<file path="config.mk">
export PLATFORM = sky130hd
export DESIGN_NAME = trig_series
export DESIGN_NICKNAME = d
export VERILOG_FILES = /design/src/rtl/trig_series.sv
export SDC_FILE = /design/constraint.sdc
export NUM_CORES = 1
export LEC_CHECK = 0
export CAP_MARGIN = 0
export CORE_AREA = 3 3 165 167
export CTS_BUF_LIST = sky130_fd_sc_hd__clkbuf_4
export DETAILED_ROUTE_END_ITERATION = 8
export DIE_AREA = 0 0 168 170
export GPL_ROUTABILITY_DRIVEN = 0
export PLACE_DENSITY_LB_ADDON = 0.2
export SLEW_MARGIN = 0
export SYNTH_ARGS = -nofsm -noshare
export SYNTH_HDL_FRONTEND = slang
export SYNTH_SLANG_ARGS = --single-unit
</file>
<file path="constraint.sdc">
create_clock -name clk -period 14.8 [get_ports clk]
set_input_delay 1.48 -clock clk [delete_from_list [all_inputs] [get_ports clk]]
set_output_delay 1.48 -clock clk [all_outputs]
set_load 0.02 [all_outputs]
</file>
<file path="src/rtl/trig_series.sv">
// Sequential Taylor-series evaluator for cos(x)/sin(x), x in [0,2).
// One shared multiplier; each series term costs three cycles (MX, MC, ACC).
module trig_series #(
  parameter int XW     = 10,
  parameter int FW     = 8,
  parameter int GW     = 4,
  parameter int NTERMS = 4
) (
  input  logic          clk,
  input  logic          rst,
  input  logic          start,
  input  logic          mode,
  input  logic [XW-1:0] x,
  output logic [1:0]    intpart,
  output logic [FW-1:0] fracpart,
  output logic          busy,
  output logic          done
);

  localparam int IW = FW + GW;
  localparam int TW = IW + 4;
  localparam int AW = IW + 5;
  localparam int XF = XW - 1;
  localparam logic [TW-1:0] ONE = TW'(1) << IW;

  typedef enum logic [2:0] {IDLE, SQR, MX, MC, ACC, FIN} state_t;

  state_t                state_reg, state_next;
  logic [2:0]            k_reg, k_next;
  logic                  mode_reg, mode_next;
  logic [TW-1:0]         xv_reg, xv_next;
  logic [TW-1:0]         x2_reg, x2_next;
  logic [TW-1:0]         term_reg, term_next;
  logic signed [AW-1:0]  acc_reg, acc_next;
  logic [FW+1:0]         res_reg, res_next;
  logic                  done_reg, done_next;

  logic [TW-1:0]   x_iw;
  logic [TW-1:0]   mul_a, mul_b, prod_q, coef;
  logic [2*TW-1:0] prod;
  logic [2:0]      kidx;
  logic [TW-1:0]   cos_tab [8];
  logic [TW-1:0]   sin_tab [8];

  // Re-align the operand from XW-1 to IW fraction bits.
  generate
    if (IW >= XF) begin : g_xup
      assign x_iw = TW'(x) << (IW - XF);
    end else begin : g_xdn
      assign x_iw = TW'(x >> (XF - IW));
    end
  endgenerate

  // Per-term ratio constants: entry gi serves series index k = gi+1.
  generate
    for (genvar gi = 0; gi < 8; gi++) begin : g_tab
      localparam int K = gi + 1;
      assign cos_tab[gi] = TW'((1 << IW) / ((2*K - 1) * (2*K)));
      assign sin_tab[gi] = TW'((1 << IW) / ((2*K) * (2*K + 1)));
    end
  endgenerate

  assign kidx   = k_reg - 3'd1;
  assign coef   = mode_reg ? sin_tab[kidx] : cos_tab[kidx];
  assign prod   = mul_a * mul_b;
  assign prod_q = TW'(prod >> IW);

  always_comb begin
    state_next = state_reg;
    k_next     = k_reg;
    mode_next  = mode_reg;
    xv_next    = xv_reg;
    x2_next    = x2_reg;
    term_next  = term_reg;
    acc_next   = acc_reg;
    res_next   = res_reg;
    done_next  = 1'b0;
    mul_a      = term_reg;
    mul_b      = x2_reg;
    case (state_reg)
      IDLE: begin
        if (start) begin
          mode_next  = mode;
          xv_next    = x_iw;
          k_next     = 3'd1;
          term_next  = mode ? x_iw : ONE;
          acc_next   = AW'(mode ? x_iw : ONE);
          state_next = SQR;
        end
      end
      SQR: begin
        mul_a      = xv_reg;
        mul_b      = xv_reg;
        x2_next    = prod_q;
        state_next = MX;
      end
      MX: begin
        term_next  = prod_q;
        state_next = MC;
      end
      MC: begin
        mul_b      = coef;
        term_next  = prod_q;
        state_next = ACC;
      end
      ACC: begin
        if (k_reg[0]) acc_next = acc_reg - $signed(AW'(term_reg));
        else          acc_next = acc_reg + $signed(AW'(term_reg));
        if (k_reg == 3'(NTERMS - 1)) begin
          state_next = FIN;
        end else begin
          k_next     = k_reg + 3'd1;
          state_next = MX;
        end
      end
      FIN: begin
        // Arithmetic shift drops the guard bits with floor rounding.
        res_next   = (FW+2)'(acc_reg >>> GW);
        done_next  = 1'b1;
        state_next = IDLE;
      end
      default: state_next = IDLE;
    endcase
  end

  always_ff @(posedge clk or negedge rst) begin
    if (!rst) begin
      state_reg <= IDLE;
      k_reg     <= '0;
      mode_reg  <= 1'b0;
      xv_reg    <= '0;
      x2_reg    <= '0;
      term_reg  <= '0;
      acc_reg   <= '0;
      res_reg   <= '0;
      done_reg  <= 1'b0;
    end else begin
      state_reg <= state_next;
      k_reg     <= k_next;
      mode_reg  <= mode_next;
      xv_reg    <= xv_next;
      x2_reg    <= x2_next;
      term_reg  <= term_next;
      acc_reg   <= acc_next;
      res_reg   <= res_next;
      done_reg  <= done_next;
    end
  end

  assign intpart  = res_reg[FW+1:FW];
  assign fracpart = res_reg[FW-1:0];
  assign busy     = (state_reg != IDLE);
  assign done     = done_reg;

endmodule

</file>
== Yosys cells after proc, flatten, opt, wreduce, memory -nomap -nowiden ==
Memory sizes are Yosys's and may differ from the RTL's.
Cells that the tools add are included.

* Flip-flop bits (word level): 77
* ROM bits: 256
* Input port bits: 14
* Output and inout bits: 12
* Logic and storage cells: 55
* Memories: 2

{| class="wikitable"
|+ Memory list
! memory !! depth !! width !! rd ports !! clocked after Yosys merged registers in !! write ports !! line !! text
|-
| (no name shown) || 8 || 16 || 1 || 0 || 0 || 64 || <nowiki>assign coef = mode_reg ? sin_tab[kidx] : cos_tab[kidx];</nowiki>
|-
| (no name shown) || 8 || 16 || 1 || 0 || 0 || 64 ||
|}

* Add/sub/neg operators: 4
* $mul: 1
* Magnitude comparators: 1
* Equal/unequal tests: 8
* Multiplexer cells: 20
* Bitwise operators: 1
* Reductions and logical operators: 9

{| class="wikitable"
|+ Operator list
! kind !! count
|-
| $mux 16 || 7
|-
| $pmux 16 s2 || 2
|-
| $mux 17 || 2
|-
| $pmux 17 s2 || 1
|-
| $mul 16x16->28 || 1
|-
| $mux 13 || 2
|-
| $add 17x17->17 || 1
|-
| $sub 17x17->17 || 1
|-
| $pmux 3 s5 || 1
|-
| $eq 3x2->1 const B || 3
|-
| $mux 3 || 3
|-
| $eq 3x3->1 const B || 2
|-
| $pmux 3 s2 || 1
|-
| $reduce_and 2->1 || 3
|-
| $ge 4x4->1 const B || 1
|-
| $ne 2x2->1 const B || 2
|-
| $not 3->4 || 1
|-
| $reduce_bool 2->1 || 2
|-
| $add 3x1->3 const B || 1
|-
| $eq 3x1->1 const B || 1
|-
| $logic_not 3->1 || 1
|-
| $reduce_and 3->1 || 1
|-
| $reduce_bool 3->1 || 1
|-
| $sub 3x1->3 const B || 1
|-
| 2 further kinds || 2
|}

== Longest topological paths before layout ==
* Depth after elaboration: 9
* Depth in mapped cells: 33
* Depth with buffers taken out: 30

== Worst setup path after synthesis ==
OpenSTA, ideal clock, no wires.

* Kind: register -> register
* Start point: reg k_reg[0]
* End point: reg term_reg[14]
* Library setup time: 0.129 ns
* Data arrival time: 7.569 ns
* Required time: 14.671 ns
* Slack: 7.102 ns
* Stages on the path, launching flop included: 29
* Buffers on the path: 2
* Period minus slack after synthesis: 7.698 ns
* Path through: dfrtp_1 > clkbuf_1 > inv_1 > ha_1 > xor2_1 > o21ai_0 > a311o_1 > o21ai_0 > clkbuf_1 > nand2_1 > fa_1 > fa_1 > inv_1 > fa_1 > fa_1 > fa_1 > inv_1 > fa_1 > inv_1 > ha_1 > a21o_1 > a21o_1 > a21oi_1 > o21ai_0 > a21oi_1 > o21ai_4 > a211oi_2 > xor2_1 > o21ai_1

* Longest elaborated chain between the ends: 9
* Elaborated cells on any way between the ends: 12
* Classes of those cells: 1 x add/sub; 1 x mul; 7 x mux; 1 x bitwise; 2 x memory

{| class="wikitable"
|+ Ends and longest elaborated chain
! item !! line !! text
|-
| start, declared || 29 || <nowiki>logic [2:0] k_reg, k_next;</nowiki>
|-
| start signal, assigned || 139 || <nowiki>k_reg <= k_next;</nowiki>
|-
| $sub 3x1->3 * || 63 || <nowiki>assign kidx = k_reg - 3'd1;</nowiki>
|-
| $not 3->4 (not written as such) * || 64 ||
|-
| $mem_v2 8x16 || n/a ||
|-
| $mux 16 (not written as such) (2 in series) || 64 ||
|-
| $mux 16 * || 64 ||
|-
| $pmux 16 s2 * || 80 || <nowiki>case (state_reg)</nowiki>
|-
| $mul 16x16->28 * || 65 || <nowiki>assign prod = mul_a * mul_b;</nowiki>
|-
| $pmux 16 s2 * || 80 ||
|-
| end signal, assigned || 143 || <nowiki>term_reg <= term_next;</nowiki>
|-
| end, declared || 33 || <nowiki>logic [TW-1:0] term_reg, term_next;</nowiki>
|}

Every way passes the cells marked *; elsewhere a longest branch is shown, timed or not. The select of a mux whose other input is x is not followed.
A chain may end at the register's enable or synchronous reset.

== Final worst setup path ==
Ends and elaborated chain as after synthesis.

==> impl_metrics.sql <==
INSERT INTO impl_metrics (metric_group, metric, value, unit) VALUES
('run_status', 'run_status', 'complete, no violations', ''),
('worst_setup_path', 'buf_inv_on_cp', '5', ''),
('synthesis', 'synth_compound_area_frac', '0.1045', ''),
('drt', 'detailedRoute.firstPassIterationCount', '5', ''),
('drt', 'routedWlPerCell', '19.16', 'µm'),
('cts', 'clock_tree.htree_level_count', '3', ''),
('worst_setup_path', 'timing.setup.critical_path_class', 'flip-flop to flip-flop', ''),
('sta', 'fmax', '0.1120', 'GHz'),
('worst_setup_path', 'critPathMostFrequentCell', 'sky130_fd_sc_hd__fa_1', ''),
('sta', 'finalHoldViolations', '0', ''),
('drt', 'drt-total-wl', '33.80', 'mm'),
('synthesis', 'synthArstFlopShare', '1.000', ''),
('synthesis', 'largest_family_of_logic_cells_by_synthesized_area', 'adder cells', ''),
('worst_setup_path', 'critical_path_peak_fanout', '21', ''),
('sta', 'final.setup_skew', '0.01893', 'ns'),
('cts', 'clock_latency', '0.45', 'ns'),
('layout', 'post-route-util', '0.4946', ''),
('synthesis', 'synth_top_flop_cell', 'sky130_fd_sc_hd__dfrtp_1', ''),
('synthesis', 'yosysSeqAreaShare', '0.1528', ''),
('global_route', 'grt_start_max_net_pins', '75', ''),
('floorplanning', 'die_h', '170', 'µm'),
('worst_setup_path', 'arrival', '9.25', 'ns'),
('synthesis', 'yosys.area_share.xor_xnor', '0.03181', ''),
('place', 'number_of_input_and_output_port_buffers_inserted', '25', ''),
('place', 'detailedPlacementHpwl', '26.71', 'mm'),
('floorplanning', 'pin_count', '26', ''),
('drt', 'drt-initial-drc-count', '762', ''),
('floorplanning', 'core_area', '0.02591', 'mm²'),
('synthesis', 'syn-num-nets', '1740', ''),
('synthesis', 'synth_edf_count', '0', ''),
('floorplanning', 'die_boundary_width', '168', 'µm'),
('sta', 'period_minus_slack', '8.925', 'ns'),
('synthesis', 'synth-seq-cells', '74', ''),
('global_route', 'grt_pass1_vias', '10230', ''),
('synthesis', 'synth.cell_area', '0.01212', 'mm²'),
('layout', 'syn_to_final_growth', '5.773', '%'),
('synthesis', 'avgSynthCellArea', '8.443', 'µm²'),
('sta', 'actual_transition_at_the_worst_max_transition_pin', '1.103', 'ns'),
('min_path', 'hp-class', 'flip-flop to flip-flop', ''),
('sta', 'fin_setup_tns', '0', 'ns'),
('cts', 'clk_pin_slew_worst_paths', '0.13', 'ns'),
('floorplanning', 'floorplan.initialDensity', '0.4676', ''),
('worst_setup_path', 'max_stage_delay', '0.79', 'ns'),
('drt', 'drc', '0', ''),
('cts', 'post_cts.repair.setup_buffers', '0', ''),
('layout', 'fin_nets', '1729', ''),
('cts', 'ctsHoldBuffers', '0', ''),
('flow_run', 'max-cap-violations', '0', ''),
('synthesis', 'synthAdderAreaFrac', '0.4176', ''),
('floorplanning', 'die-area', '0.02856', 'mm²'),
('worst_setup_path', 'critical-path-top-delay-family', 'adder cells', ''),
('worst_setup_path', 'timing.critical_path.to_type', 'flip-flop', ''),
('synthesis', 'synth_mux_area_frac', '0.01167', ''),
('cts', 'tritoncts', 'built', ''),
('sta', 'final.period_utilization', '0.6030', ''),
('worst_setup_path', 'type_of_element_launching_the_critical_path', 'flip-flop', ''),
('layout', 'fin_area', '0.01281', 'mm²'),
('synthesis', 'post_synth_num_cell_types', '72', ''),
('layout', 'drive_above_1_share', '0.04269', ''),
('global_route', 'grt_pass1_wl', '55.81', 'mm'),
('cts', 'cts_root_buf', 'sky130_fd_sc_hd__clkbuf_4', ''),
('global_route', 'number_of_antenna_violations_at_the_first_check_in_global_routing', '0', ''),
('worst_setup_path', 'worst_path_max_delay_cell', 'sky130_fd_sc_hd__dfrtp_1', ''),
('cts', 'clock_path_buffers', '2', ''),
('place', 'placed_cell_area', '0.01268', 'mm²'),
('layout', 'antenna-diode-count', '0', ''),
('worst_setup_path', 'critical_path_rt', '15.13', 'ns'),
('sta', 'worst_slew_margin_rel', '0.2436', ''),
('synthesis', 'syn-instance-count', '1435', ''),
('sta', 'report.final.slew_viol_count', '0', ''),
('drt', 'ant_nets', '0', ''),
('cts', 'clkSinkCount', '74', ''),
('cts', 'numCtsBuffers', '9', ''),
('sta', 'rsz0062_at_grt', 'false', ''),
('drt', 'viasPerCell', '5.489', ''),
('sta', 'final_setup_violating_endpoints', '0', ''),
('global_route', 'track_usage', '0.2490', ''),
('cts', 'cts_repair_resize_count', '0', ''),
('floorplanning', 'std_cell_rows', '59', ''),
('drt', 'via_count', '9683', ''),
('synthesis', 'post_synth_simple_gate_area', '0.1834', ''),
('synthesis', 'yosysWarningCount', '0', ''),
('global_route', 'overflow', '0', '');
==> cell usage in the layout, fill, tap and decap left out, drive strengths merged, types with 8 or more instances in the layout <==
master | netlist | final
buf | 9 | 18
xnor2 | 29 | 29
inv | 250 | 250
and3 | 16 | 16
ha | 102 | 102
o21ai | 54 | 54
clkdlybuf4s50 | 0 | 24
nor2b | 10 | 10
mux2i | 13 | 13
fa | 189 | 189
dfrtp | 74 | 74
a21o | 8 | 8
nand3 | 47 | 47
nand2b | 10 | 10
nor2 | 132 | 132
clkbuf | 55 | 9
and2 | 22 | 22
nor3 | 13 | 13
o31ai | 8 | 8
xor2 | 15 | 15
nand2 | 244 | 244
a21oi | 49 | 49
a221oi | 16 | 16
==> cell families after synthesis <==
kind of cell    count (synthesis)
fa+ha+maj                     291
compound gates                183
xor+xnor                       44
mux                            14
simple gates                  515
buf+inv                       314
flops                          74
==> worst register-to-register path: cells and delay by family (launching register included) <==
kind / cells / cell delay [ns]
adder cells (fa/ha/maj): 8 / 3.59
AO/OA/AOI/OAI: 9 / 2.55
XOR/XNOR: 2 / 0.83
flip-flops: 1 / 0.79
AND/OR/NAND/NOR: 4 / 0.56
buffers and inverters: 5 / 0.48
==> layout make-up <==
type / count / area [µm²]
Sequential cell: 74 / 1852
Inverter: 250 / 938.4
Fill cell: 2529 / 13100
Multi-Input combinational cell: 1047 / 9092
Clock buffer: 9 / 67.56
Clock inverter: 7 / 70.07
Timing Repair Buffer: 42 / 375.4
Tap cell: 335 / 419.2
==> layer usage <==
metal | GRT usage | wire length (µm) | share of wire
met1 | 0.3393 | 14670 | 0.43
met2 | 0.4257 | 16370 | 0.48
met4 | 0.05763 | 760 | 0.022
met5 | 0 | 0 | 0
met3 | 0.03415 | 1997 | 0.059
==> path summary, 6_finish.rpt <==
kind / startpoint / end / slack (ns) / cells past startpoint
worst min register to register: res_reg[2]$_DFFE_PN0P_ / res_reg[2]$_DFFE_PN0P_ / 0.49 / 2
worst max register to register: k_reg[0]$_DFFE_PN0P_ / term_reg[14]$_DFFE_PN0P_ / 5.88 / 28
worst min-delay path: res_reg[2]$_DFFE_PN0P_ / res_reg[2]$_DFFE_PN0P_ / 0.49 / 2
worst max-delay path: k_reg[0]$_DFFE_PN0P_ / term_reg[14]$_DFFE_PN0P_ / 5.88 / 28
max in group asynchronous: rst / x2_reg[4]$_DFFE_PN0N_ / 12.99 / 1
min in group asynchronous: rst / res_reg[7]$_DFFE_PN0P_ / 1.17 / 1
==> synth_stat cells (all sizes together), types with 15 or more instances <==
library cell / n / share of area
inv: 250 / 0.077
ha: 102 / 0.11
nand3: 47 / 0.019
xnor2: 29 / 0.021
and3: 16 / 0.0083
dfrtp: 74 / 0.15
nand2: 244 / 0.076
a21oi: 49 / 0.021
a221oi: 16 / 0.012
o21ai: 54 / 0.024
clkbuf: 55 / 0.017
nor2: 132 / 0.041
xor2: 15 / 0.011
fa: 189 / 0.31
and2: 22 / 0.011
==> per-stage QoR <==
| step | worst slack [ns] | instances | hold WS [ns] |
|---|---|---|---|
| after floorplan | 7.102 | 1435 | 0.4374 |
| after global placement | 6.103 | 1748 | 0.4587 |
| after detailed placement | 5.932 | 1748 | 0.4633 |
| after CTS | 5.910 | 1764 | 0.4915 |
| after global routing | 5.122 | 1764 | 0.5060 |
| final | 5.875 | 1764 | 0.4859 |
Power is left out: the tool's default activity adds up to more than one toggle a clock period on the data nets, which glitch-free logic cannot reach.
